## config.mk

```make
export PLATFORM = sky130hd
export DESIGN_NAME = onehot_vec_monitor
export DESIGN_NICKNAME = d
export VERILOG_FILES = /design/src/rtl/onehot_mon_pkg.sv /design/src/rtl/onehot_vec_classify.sv /design/src/rtl/onehot_vec_monitor.sv
export SDC_FILE = /design/constraint.sdc
export NUM_CORES = 1
export LEC_CHECK = 0
export CORE_AREA = 3 3 59 61
export CTS_CLUSTER_DIAMETER = 150
export CTS_CLUSTER_SIZE = 12
export DETAILED_ROUTE_END_ITERATION = 8
export DIE_AREA = 0 0 62 64
export PLACE_DENSITY = 0.82
export SLEW_MARGIN = 20
export SYNTH_ARGS = -nofsm -noshare
export SYNTH_HDL_FRONTEND = slang
export SYNTH_HIERARCHICAL = 1
export SYNTH_SLANG_ARGS = --single-unit
```

## constraint.sdc

```tcl
create_clock -name clk -period 3.34 [get_ports clk]
set_input_delay 0.668 -clock clk [delete_from_list [all_inputs] [get_ports clk]]
set_output_delay 0.668 -clock clk [all_outputs]
set_load 0.01 [all_outputs]
```

## src/rtl/onehot_mon_pkg.sv

```systemverilog
// Shared types for the one-hot vector monitor: FSM state encoding and the
// popcount classification produced by the classifier.
package onehot_mon_pkg;

    typedef enum logic [1:0] {
        IDLE    = 2'd0,
        MONITOR = 2'd1,
        FAULT   = 2'd2
    } mon_state_e;

    typedef enum logic [1:0] {
        ZERO  = 2'd0,
        ONE   = 2'd1,
        MULTI = 2'd2
    } pop_class_e;

endpackage

```

## src/rtl/onehot_vec_classify.sv

```systemverilog
// Combinational popcount classifier (zero / one / more than one bit set)
// plus a priority encoder returning the lowest set bit index.
module onehot_vec_classify
    import onehot_mon_pkg::*;
#(
    parameter int WIDTH = 4
) (
    input  logic [WIDTH-1:0]         vec,
    output pop_class_e               cls,
    output logic [$clog2(WIDTH)-1:0] enc
);

    // Count set bits (saturating at 2, which is all we need) and find the lowest one.
    always_comb begin
        logic [1:0] cnt;
        cnt = 2'd0;
        enc = '0;
        for (int i = WIDTH - 1; i >= 0; i--) begin
            if (vec[i]) begin
                enc = i[$clog2(WIDTH)-1:0];
                if (cnt != 2'd2) begin
                    cnt = cnt + 2'd1;
                end
            end
        end
        case (cnt)
            2'd0:    cls = ZERO;
            2'd1:    cls = ONE;
            default: cls = MULTI;
        endcase
    end

endmodule

```

## src/rtl/onehot_vec_monitor.sv

```systemverilog
// Registered one-hot legality monitor with violation counting, zero-run
// stall detection and a sticky fault FSM.
// Optional feature macro: ONEHOT_VEC_MONITOR_CAPTURE_EN adds cap_vec/cap_time,
// which latch the first offending vector and its accepted-sample timestamp.
module onehot_vec_monitor
    import onehot_mon_pkg::*;
#(
    parameter int WIDTH        = 4,
    parameter int CNT_W        = 8,
    parameter int ZERO_TIMEOUT = 4
) (
    input  logic                     clk,
    input  logic                     rst_n,
    input  logic                     en,
    input  logic                     allow_zero,
    input  logic                     vec_valid,
    input  logic [WIDTH-1:0]         vec,
    input  logic                     clr,
    output logic                     ok,
    output logic [$clog2(WIDTH)-1:0] idx,
    output logic                     idx_valid,
    output logic                     err_sticky,
    output logic [CNT_W-1:0]         err_cnt,
    output logic                     zero_stall,
`ifdef ONEHOT_VEC_MONITOR_CAPTURE_EN
    output logic [WIDTH-1:0]         cap_vec,
    output logic [CNT_W-1:0]         cap_time,
`endif
    output logic [1:0]               state
);

    localparam int              IDX_W = $clog2(WIDTH);
    localparam logic [CNT_W-1:0] ZT_C = CNT_W'(ZERO_TIMEOUT);
    localparam logic [CNT_W-1:0] SAT_C = '1;

    pop_class_e       cls;
    logic [IDX_W-1:0] enc;

    mon_state_e       state_q, state_d;
    logic             ok_q, ok_d;
    logic [IDX_W-1:0] idx_q, idx_d;
    logic             idx_valid_q, idx_valid_d;
    logic             err_sticky_q, err_sticky_d;
    logic [CNT_W-1:0] err_cnt_q, err_cnt_d;
    logic             zero_stall_q, zero_stall_d;
    logic [CNT_W-1:0] zrun_q, zrun_d;
    logic             accepted, legal, violation;
`ifdef ONEHOT_VEC_MONITOR_CAPTURE_EN
    logic [CNT_W-1:0] smp_cnt_q, smp_cnt_d;
    logic [WIDTH-1:0] cap_vec_q, cap_vec_d;
    logic [CNT_W-1:0] cap_time_q, cap_time_d;
    logic             cap_done_q, cap_done_d;
`endif

    onehot_vec_classify #(.WIDTH(WIDTH)) u_classify (
        .vec (vec),
        .cls (cls),
        .enc (enc)
    );

    // Sample acceptance, legality, counters and flags; clr is applied before
    // the same-cycle sample so a coincident violation still counts.
    always_comb begin
        ok_d         = ok_q;
        idx_d        = idx_q;
        idx_valid_d  = 1'b0;
        err_sticky_d = err_sticky_q;
        err_cnt_d    = err_cnt_q;
        zero_stall_d = zero_stall_q;
        zrun_d       = zrun_q;

        accepted  = vec_valid & en & (state_q != IDLE);
        legal     = (cls == ONE) | ((cls == ZERO) & allow_zero);
        violation = accepted & ~legal;

        if (clr) begin
            err_cnt_d    = '0;
            err_sticky_d = 1'b0;
            zero_stall_d = 1'b0;
            zrun_d       = '0;
        end
        if (!allow_zero) begin
            zrun_d = '0;
        end
        if (accepted) begin
            ok_d = legal;
            if (cls == ZERO) begin
                if (allow_zero) begin
                    if (zrun_d != ZT_C) begin
                        zrun_d = zrun_d + 1'b1;
                    end
                    if (zrun_d == ZT_C) begin
                        zero_stall_d = 1'b1;
                    end
                end
            end else begin
                zrun_d       = '0;
                zero_stall_d = 1'b0;
                if (cls == ONE) begin
                    idx_d       = enc;
                    idx_valid_d = 1'b1;
                end
            end
            if (violation) begin
                if (err_cnt_d != SAT_C) begin
                    err_cnt_d = err_cnt_d + 1'b1;
                end
                err_sticky_d = 1'b1;
            end
        end
    end

    // Next-state logic; en low forces IDLE from any state.
    always_comb begin
        state_d = state_q;
        case (state_q)
            IDLE:    state_d = MONITOR;
            MONITOR: if (violation) state_d = FAULT;
            FAULT:   if (clr && !violation) state_d = MONITOR;
            default: state_d = IDLE;
        endcase
        if (!en) begin
            state_d = IDLE;
        end
    end

`ifdef ONEHOT_VEC_MONITOR_CAPTURE_EN
    // Accepted-sample timestamp and first-violation capture, rearmed by clr.
    always_comb begin
        smp_cnt_d  = smp_cnt_q + CNT_W'(accepted);
        cap_vec_d  = cap_vec_q;
        cap_time_d = cap_time_q;
        cap_done_d = cap_done_q & ~clr;
        if (violation && !cap_done_d) begin
            cap_vec_d  = vec;
            cap_time_d = smp_cnt_q;
            cap_done_d = 1'b1;
        end
    end

    // Capture registers.
    always_ff @(posedge clk) begin
        if (!rst_n) begin
            smp_cnt_q  <= '0;
            cap_vec_q  <= '0;
            cap_time_q <= '0;
            cap_done_q <= 1'b0;
        end else begin
            smp_cnt_q  <= smp_cnt_d;
            cap_vec_q  <= cap_vec_d;
            cap_time_q <= cap_time_d;
            cap_done_q <= cap_done_d;
        end
    end

    assign cap_vec  = cap_vec_q;
    assign cap_time = cap_time_q;
`endif

    // Monitor state and output registers.
    always_ff @(posedge clk) begin
        if (!rst_n) begin
            state_q      <= IDLE;
            ok_q         <= 1'b1;
            idx_q        <= '0;
            idx_valid_q  <= 1'b0;
            err_sticky_q <= 1'b0;
            err_cnt_q    <= '0;
            zero_stall_q <= 1'b0;
            zrun_q       <= '0;
        end else begin
            state_q      <= state_d;
            ok_q         <= ok_d;
            idx_q        <= idx_d;
            idx_valid_q  <= idx_valid_d;
            err_sticky_q <= err_sticky_d;
            err_cnt_q    <= err_cnt_d;
            zero_stall_q <= zero_stall_d;
            zrun_q       <= zrun_d;
        end
    end

    assign ok         = ok_q;
    assign idx        = idx_q;
    assign idx_valid  = idx_valid_q;
    assign err_sticky = err_sticky_q;
    assign err_cnt    = err_cnt_q;
    assign zero_stall = zero_stall_q;
    assign state      = state_q;

endmodule
```

==> impl_metrics.csv, run 1 <==
group,metric,value,unit
power_and_ir_drop,total_power,0.575,mW
synth,ys_seq_area_frac,0.308,
cells_and_area,fill_cells,274,
synth,yosysWarnings,6,
global_routing,grt_start_max_net_pins,21,
synth,yosys_register_bits,24,
cells_and_area,mostFrequentLayoutCell,"clkdlybuf4s50_1",
global_routing,grt_pass1_vias,1360,
drt,wl,3.30,mm
floorplanning,core,3030,µm²
clock_tree,cts-root-buf,"clkbuf_4",
drt,num_vias,1434,
flow_run,maxCapViolations,0,
synth,synthCells,188,
sta,rsz0062_at_grt,"no",
power_and_ir_drop,p_per_area,297,nW/µm²
synth,avgSynthCellArea,8.31,µm²
critical_path,end_kind,"flip-flop",
sta,relSlewSlack,0.569,
floorplanning,dieArea,3970,µm²
clock_tree,clock-sinks,24,
sta,fin_crit,2.93,ns
clock_tree,htree_levels,1,
cells_and_area,regArea,480,µm²
drt,routed_via_density,5.43,
clock_tree,clk_path_buf_depth,2,
power_and_ir_drop,p_leak,0.747,nW
cells_and_area,multiInputGateArea,983,µm²
power_and_ir_drop,irDropWorstVdd,139,µV
run_status,run_status,"finished, final reports clean",
synth,synthesis.area,1560,µm²
clock_tree,numCtsBuffers,3,
sta,tns,0,ns
clock_tree,post_cts_buffers,0,
clock_tree,insertion_delay,0.32,ns
global_routing,grt_pass1_wl,5.71,mm
floorplanning,die_h,64,µm
placement,dp_cells,260,
clock_tree,cts_resized,0,
sta,setup_slack,0.411,ns
cells_and_area,n_antenna_cell,0,
floorplanning,fp-row-count,20,
synth,synth_nets,207,
sta,post-route-period-util,0.877,
critical_path,worst_r2r_path_depth,8,
sta,skew,0.00623,ns
sta,tightest_slew,0.645,ns
drt,wl_per_cell,12.5,µm
placement,port_buffers,25,
hold_path,hold_path_class,"reg -> reg",
drt,ant_nets,0,
cells_and_area,layout-drive-gt1-share,0.118,
critical_path,arrival,3.16,ns
clock_tree,cts_tree,"done",
clock_tree,postCtsHoldBufs,0,
drt,dr.pass1.iters,4,
sta,clock.fmax,0.341,GHz
placement,place_ws,0.0770,ns
cells_and_area,final_cell_mix,"clkdlybuf4s50_1 (25), dfxtp_1 (24), nand2_1 (22)",
sta,setup_violations,0,
hold_path,holdPathStages,2,
critical_path,cp_max_fo,13,
placement,dp_hpwl,2.45,mm
global_routing,grt_usage,0.183,
floorplanning,start_util,0.516,
cells_and_area,fin_nets,240,
floorplanning,fp.dieW,62,µm
global_routing,grt-ovfl-total,0,
critical_path,cp_data_required_time,3.57,ns
drt,drt_iter0_drc,67,
global_routing,grtUsageMet3,0.0242,
clock_tree,clk_pin_slew_worst_paths,0.14,ns
global_routing,grt_use_met1,0.248,
synth,synthDistinctLibCells,48,
cells_and_area,synthToLayoutAreaGrowth,23.9,%
global_routing,antenna_found_initial,0,
cells_and_area,post_layout_nonfiller_instances,264,
sta,slew_viol_final,0,
critical_path,path_class,"in -> reg",
drt,drc_errors,0,
global_routing,use_met2,0.285,
critical_path,start_kind,"input port",
sta,final_hold_viol_count,0,
floorplanning,ios,26,
placement,globalplace.congestion,0.885,
global_routing,grt_busiest_layer,"met2",
-- critical path: stages --
cell             delay, ns
clkdlybuf4s50_1       0.47
inv_1                 0.07
ha_1                  0.21
and2_2                0.20
a21oi_1               0.12
ha_1                  0.25
nand2b_1              0.14
a22oi_1               0.21
nor2_1                0.07
o21ai_0               0.14
buf_4                 0.21
nor2_1                0.09
xor2_1                0.14
and2_1                0.15
-- through the flow --
stage | util | cell area [µm²] | hold slack [ns]
2_1_floorplan | - | 1560 | 0.492
3_3_place_gp | 0.621 | 1880 | 0.476
3_5_place_dp | 0.621 | 1880 | 0.485
4_1_cts | 0.639 | 1930 | 0.512
5_1_grt | 0.639 | 1930 | 0.535
6_report | 0.639 | 1930 | 0.502
-- sequential cells by signal, summed over array words and instances (netlist names) --
signal	cells
err_cnt	8
err_sticky	1
idx	2
idx_valid	1
ok	1
state	2
zero_stall	1
zrun_q	8
-- logic make-up (layout without fill, tap and decap cells) --
| group | after synthesis | after routing | synth area share |
|---|---|---|---|
| simple gates | 88 | 88 | 0.319 |
| compound gates | 41 | 41 | 0.179 |
| flops | 24 | 24 | 0.308 |
| buf+inv | 16 | 48 | 0.0625 |
| fa+ha+maj | 9 | 9 | 0.0721 |
| xor+xnor | 6 | 6 | 0.0337 |
| mux | 4 | 4 | 0.0256 |
-- report_power, final --
group          internal, mW  total (mW)  switching, mW  leakage [nW]
clock                 0.121       0.215         0.0935        0.0279
combinational        0.0343      0.0705         0.0361         0.525
sequential            0.288       0.290        0.00167         0.194
total                 0.444       0.575          0.131         0.747
-- worst paths after layout --
path | from | end | slack (ns)
max | vec[2] | err_cnt[0] | 0.41
min | err_sticky | err_sticky | 0.50
max reg2reg | zrun_q[1] | zero_stall | 1.22
min reg2reg | err_sticky | err_sticky | 0.50
-- cells in the mapped netlist (all sizes together) --
cell type  number  share of area
nand3           5          0.016
a21oi          10          0.032
nor3b           2         0.0096
nor4b           2          0.019
a41o            1         0.0064
o22ai           1         0.0040
o2111ai         1         0.0056
a22oi           3          0.014
nor4            3          0.016
nand4b          3          0.017
and2           10          0.041
ha              9          0.072
nor3            5          0.016
o31ai           3          0.018
or4b            1         0.0088
or3b            1         0.0056
nand3b          1         0.0048
nand4           1         0.0040
bufbuf          1          0.021
buf             1         0.0072
o21ai           9          0.029
dfxtp          24           0.31
xor2            2          0.011
mux2i           4          0.026
xnor2           4          0.022
nand2b          5          0.020
nor2           16          0.038
a31oi           2          0.012
a21o            1         0.0048
or3             2          0.012
a311oi          1         0.0056
o211ai          2         0.0096
nor2b           6          0.024
nand2          22          0.053
a221oi          1         0.0056
a21boi          3          0.014
and3            3          0.014
o41ai           1         0.0056
o211a           2          0.013
clkbuf          6          0.015
inv             8          0.019
-- metal layers --
metal	vias up	share of wire	wire length, µm
met3	4	0.057	188
li1	731	-	-
met4	0	0.014	46
met2	49	0.46	1510
met5	-	0	0
met1	650	0.47	1560
-- layout make-up --
type,count,area share
clock buffers,3,0.0116
clock inverters,1,0.0155
inverters,8,0.0155
multi-input cells,148,0.508
flip-flops and latches,24,0.248
well taps,44,0.0285
repair buffers,36,0.172
(Power assumes the default switching activity.)
==> inputs of run 2 (changes only) <==
--- a/config.mk
+++ b/config.mk
@@ -5,13 +5,12 @@
 export SDC_FILE = /design/constraint.sdc
 export NUM_CORES = 1
 export LEC_CHECK = 0
-export CORE_AREA = 3 3 59 61
+export CORE_AREA = 3 3 71 73
 export CTS_CLUSTER_DIAMETER = 150
 export CTS_CLUSTER_SIZE = 12
 export DETAILED_ROUTE_END_ITERATION = 8
-export DIE_AREA = 0 0 62 64
-export PLACE_DENSITY = 0.82
-export SLEW_MARGIN = 20
+export DIE_AREA = 0 0 74 76
+export PLACE_DENSITY = 0.61
 export SYNTH_ARGS = -nofsm -noshare
 export SYNTH_HDL_FRONTEND = slang
 export SYNTH_HIERARCHICAL = 1
==> run 2 against run 1 <==
  * First-iteration DRC count rose by 43%
  * Sequential power is essentially flat
  * Clock skew is 0.0037 ns lower
  * Non-clock buffer count fell by 1
  * Final cell count is 2.3% higher
  * Design area down 0.45%
  * Maximum frequency shrank 2.6%
  * Via count is 2.2% lower
  * Critical path depth unchanged
  * Global-route usage shrank 5.0 points
  * Critical endpoint is now err_cnt[7]
  * Highest routed layer unchanged
==> impl_metrics.csv, run 2 (synthesis gave the netlist of run 1 again) <==
group,metric,value,unit
sta,hold_ws,0.502,ns
global_routing,grt_pass1_vias,1343,
sta,rsz0062_at_grt,"no",
clock_tree,clk_path_buf_depth,2,
critical_path,path_class,"in -> reg",
floorplanning,core,4410,µm²
critical_path,crit_chain,"clkdlybuf4s50_1, inv_1, ha_1, and2_2, a21oi_1, ha_1, nand2b_1, a22oi_1, nor2_1, o21ai_0, buf_4, nor4_1, o211ai_1, o211a_1",
cells_and_area,layout-drive-gt1-share,0.110,
cells_and_area,utilization,0.436,
critical_path,start_kind,"input port",
critical_path,end_kind,"flip-flop",
critical_path,cp_data_required_time,3.50,ns
global_routing,grt_pass1_wl,6.02,mm
placement,globalplace.congestion,0.805,
clock_tree,insertion_delay,0.26,ns
sta,relSlewSlack,0.389,
sta,post-route-period-util,0.900,
global_routing,grtUsageMet3,0.0264,
drt,num_vias,1403,
floorplanning,ios,26,
clock_tree,clk_pin_slew_worst_paths,0.08,ns
cells_and_area,final_cell_mix,"clkdlybuf4s50_1 (25), dfxtp_1 (24), nand2_1 (22)",
critical_path,path_delay_family,"simple AND/OR/NAND/NOR gates",
drt,routed_via_density,5.20,
placement,dp_hpwl,2.56,mm
critical_path,cpPeakStageDelay,0.47,ns
sta,final_hold_viol_count,0,
run_status,run_status,"finished, final reports clean",
sta,tns,0,ns
global_routing,use_met2,0.203,
clock_tree,htree_levels,1,
critical_path,cpMaxStageDelayCell,"clkdlybuf4s50_1",
floorplanning,fp.dieW,74,µm
power_and_ir_drop,p_leak,0.736,nW
critical_path,cp_max_fo,13,
drt,wl_per_cell,13.1,µm
sta,setup_slack,0.333,ns
clock_tree,cts_tree,"done",
global_routing,grt_start_max_net_pins,21,
cells_and_area,fin_nets,239,
sta,fin_crit,3.01,ns
flow_run,maxCapViolations,0,
floorplanning,fp-row-count,24,
placement,place_ws,0.0431,ns
clock_tree,cts_resized,0,
sta,setup_violations,0,
cells_and_area,n_antenna_cell,0,
drt,wl,3.53,mm
clock_tree,post_cts_buffers,0,
clock_tree,postCtsHoldBufs,0,
drt,drc_errors,0,
global_routing,grt-ovfl-total,0,
global_routing,antenna_found_initial,0,
critical_path,cp_common_cell,"ha_1",
sta,slew_viol_final,0,
global_routing,grt_busiest_layer,"met2",
cells_and_area,synthToLayoutAreaGrowth,23.3,%
floorplanning,dieArea,5620,µm²
power_and_ir_drop,irDropWorstVdd,135,µV
drt,drt_iter0_drc,96,
critical_path,arrival,3.17,ns
placement,dp_cells,267,
drt,ant_nets,0,
power_and_ir_drop,p_per_area,276,nW/µm²
placement,port_buffers,25,
critical_path,critPathBufInv,3,
sta,tightest_slew,0.913,ns
sta,clock.fmax,0.333,GHz
hold_path,hold_path_class,"reg -> reg",
cells_and_area,post_layout_nonfiller_instances,270,
global_routing,grt_use_met1,0.179,
floorplanning,die_h,76,µm
sta,skew,0.00256,ns
clock_tree,numCtsBuffers,3,
drt,dr.pass1.iters,4,
floorplanning,start_util,0.354,
cells_and_area,mostFrequentLayoutCell,"clkdlybuf4s50_1",
clock_tree,cts-root-buf,"clkbuf_8",
clock_tree,clock-sinks,24,
global_routing,grt_usage,0.133,
==> run 2: cell types whose count changed in the layout (fill, tap and decap cells not counted), sizes merged <==
cell and change:
buf -1, bufinv -1
==> run 2: final cells by class <==
type                    instances  area (µm²)
clock buffers                   3        41.3
flip-flops and latches         24         480
well taps                      52        65.1
multi-input cells             148         983
inverters                       8        30.0
repair buffers                 35         325
fillers                       465        2490
==> run 2: through the flow <==
step | instance area, µm² | power, mW
detailed placement | 1880 | 0.367
CTS | 1930 | 0.539
global route | 1930 | 0.558
finish | 1930 | 0.531
global placement | 1880 | 0.367
floorplan | 1560 | 0.334
==> run 2: worst paths after layout <==
| kind | startpoint | endpoint | slack [ns] | cells after the start |
|---|---|---|---|---|
| hold reg to reg | err_sticky | err_sticky | 0.50 | 2 |
| setup / recovery | vec[2] | err_cnt[7] | 0.33 | 14 |
| hold / removal | err_sticky | err_sticky | 0.50 | 2 |
| setup reg to reg | zrun_q[1] | zero_stall | 1.15 | 8 |
==> run 2: layer usage <==
| layer | vias up | routed length [µm] | share of wire |
|---|---|---|---|
| met5 | - | 0 | 0 |
| met4 | 0 | 41 | 0.012 |
| met3 | 2 | 162 | 0.046 |
| met2 | 29 | 1600 | 0.45 |
| met1 | 648 | 1720 | 0.49 |
| li1 | 724 | - | - |
==> run 2: worst register-to-register path: stages, from the launching register on <==
cell and delay [ns]:
dfxtp_1 0.32, and2_1 0.16, inv_1 0.06, ha_1 0.13, or4b_4 0.47, nor4b_2 0.27
mux2i_1 0.29, nand4b_1 0.18, o31ai_2 0.22
==> run 2: power breakdown <==
part	leakage (nW)	internal (mW)	switching [mW]
combinational	0.521	0.0339	0.0372
clock	0.0216	0.0807	0.0899
sequential	0.194	0.288	0.00169
==> inputs of run 3 (changes only) <==
--- a/config.mk
+++ b/config.mk
@@ -10,7 +10,9 @@
 export CTS_CLUSTER_SIZE = 12
 export DETAILED_ROUTE_END_ITERATION = 8
 export DIE_AREA = 0 0 74 76
+export GPL_ROUTABILITY_DRIVEN = 0
 export PLACE_DENSITY = 0.61
+export SETUP_SLACK_MARGIN = 0.5
 export SYNTH_ARGS = -nofsm -noshare
 export SYNTH_HDL_FRONTEND = slang
 export SYNTH_HIERARCHICAL = 1
==> run 3 against run 2 <==
  * Register-to-register slack worse by 0.04 ns
  * Core utilization up 2.5 points
  * Final cell count up 1.9%
  * Sequential power about the same
  * Clock skew up 0.0059 ns
  * Design area up 5.8%
  * First-iteration DRC count up 16%
  * Hold slack worse by 0.0095 ns
  * Critical path depth down 4
  * Clock-buffer cell count up 1
  * Die area unchanged
  * Largest power group unchanged
==> impl_metrics.csv, run 3 (synthesis gave the netlist of run 1 again) <==
group,metric,value,unit
run_status,run_status,"finished, final reports clean",
floorplanning,start_util,0.354,
critical_path,cpPeakStageDelay,0.48,ns
sta,slew_viol_final,0,
floorplanning,die_h,76,µm
cells_and_area,multiInputGateArea,1050,µm²
drt,num_vias,1418,
critical_path,start_kind,"input port",
power_and_ir_drop,total_power,0.577,mW
cells_and_area,n_antenna_cell,0,
cells_and_area,synthToLayoutAreaGrowth,30.4,%
drt,ant_nets,0,
critical_path,arrival,2.88,ns
clock_tree,cts-root-buf,"clkbuf_8",
critical_path,path_class,"in -> reg",
cells_and_area,regArea,480,µm²
placement,place_ws,-0.0776,ns
clock_tree,htree_levels,1,
clock_tree,clk_path_buf_depth,2,
placement,port_buffers,25,
drt,drc_errors,0,
hold_path,hold_path.startpoint,"err_sticky",
sta,tns,0,ns
sta,relSlewSlack,0.295,
hold_path,hold_path_class,"reg -> reg",
power_and_ir_drop,p_per_area,283,nW/µm²
critical_path,cpMaxStageDelayCell,"or4b_4",
critical_path,startpoint,"allow_zero",
placement,placed_area,1860,µm²
floorplanning,fp-row-count,24,
global_routing,antenna_found_initial,0,
sta,hold_ws,0.493,ns
sta,skew,0.00846,ns
sta,final_hold_viol_count,0,
critical_path,end_kind,"flip-flop",
critical_path,regToRegSetupSlack,1.11,ns
clock_tree,insertion_delay,0.27,ns
clock_tree,clk_pin_slew_worst_paths,0.09,ns
drt,wl_per_cell,12.8,µm
sta,rsz0062_at_grt,"no",
cells_and_area,fill_cells,452,
cells_and_area,design_area,2040,µm²
sta,fin_crit,2.68,ns
sta,clock.fmax,0.373,GHz
power_and_ir_drop,p_leak,0.802,nW
global_routing,grt_start_max_net_pins,21,
placement,dp_hpwl,2.49,mm
drt,routed_via_density,5.16,
sta,setup_slack,0.655,ns
cells_and_area,utilization,0.461,
power_and_ir_drop,irDropWorstVdd,155,µV
drt,wl,3.53,mm
clock_tree,clock-sinks,24,
critical_path,worst_r2r_path_depth,8,
sta,tightest_slew,1.05,ns
floorplanning,fp.dieW,74,µm
hold_path,holdPathStages,2,
drt,drt_iter0_drc,111,
cells_and_area,final_cell_mix,"dfxtp_1 (24), nand2_1 (21), clkdlybuf4s50_1 (20)",
critical_path,cp_data_required_time,3.54,ns
cells_and_area,layout-drive-gt1-share,0.184,
sta,setup_violations,0,
cells_and_area,fin_nets,243,
clock_tree,cts_tree,"done",
drt,dr.pass1.iters,4,
global_routing,grt_pass1_wl,6.18,mm
cells_and_area,mostFrequentLayoutCell,"dfxtp_1",
critical_path,crit_chain,"dlygate4sd2_1, nor2b_4, and2_4, inv_1, ha_1, or4b_4, nor4b_4, mux2i_1, nand4b_1, o31ai_2",
floorplanning,core,4410,µm²
floorplanning,ios,26,
sta,post-route-period-util,0.804,
critical_path,r2r_start,"zrun_q[1]",
global_routing,grt-ovfl-total,0,
critical_path,cp_max_fo,3,
global_routing,grt_usage,0.134,
clock_tree,numCtsBuffers,3,
floorplanning,dieArea,5620,µm²
global_routing,grt_pass1_vias,1356,
flow_run,maxCapViolations,0,
cells_and_area,post_layout_nonfiller_instances,275,
placement,dp_cells,264,
## run 3: changes by cell type in the layout (fill, tap and decap cells not counted), sizes merged
| cell | delta |
|---|---|
| clkdlybuf4s50 | -5 |
| dlygate4sd2 | +4 |
| buf | +3 |
| clkbuf | +2 |
| dlymetal6s2s | +1 |
## run 3: worst paths after layout
kind,endpoint
setup / recovery,zero_stall
hold / removal,err_sticky
setup reg to reg,zero_stall
hold reg to reg,err_sticky
## run 3: power breakdown
group / switching, mW / internal [mW]
Combinational: 0.0411 / 0.0400
Sequential: 0.00166 / 0.288
Clock: 0.100 / 0.105
Total: 0.143 / 0.433
## run 3: final cells by class
| type | instances | area share |
|---|---|---|
| Clock buffer | 4 | 0.0270 |
| Inverter | 8 | 0.0147 |
| Multi-Input combinational cell | 148 | 0.517 |
| Sequential cell | 24 | 0.236 |
| Tap cell | 52 | 0.0319 |
| Timing Repair Buffer | 39 | 0.173 |
## run 3: worst max-delay path, delay by kind of cell
family          cells  cell delay, ns
simple gates        5            1.23
buf+inv             2            0.29
mux                 1            0.28
compound gates      1            0.26
fa+ha+maj           1            0.15
## run 3: routing by layer
layer | vias up | routed length, µm | track usage
li1 | 741 | - | -
met1 | 648 | 1830 | 0.184
met2 | 24 | 1530 | 0.204
met3 | 5 | 122 | 0.0224
met4 | 0 | 51 | 0.0525
met5 | - | 0 | 0
## run 3: what timing repair did
action,CTS,global route
resized for setup,21,3
pin swaps,7,3
buffers inserted,3,3
setup endpoints to repair,19,14
cloned,1,0
hold buffers,0,0
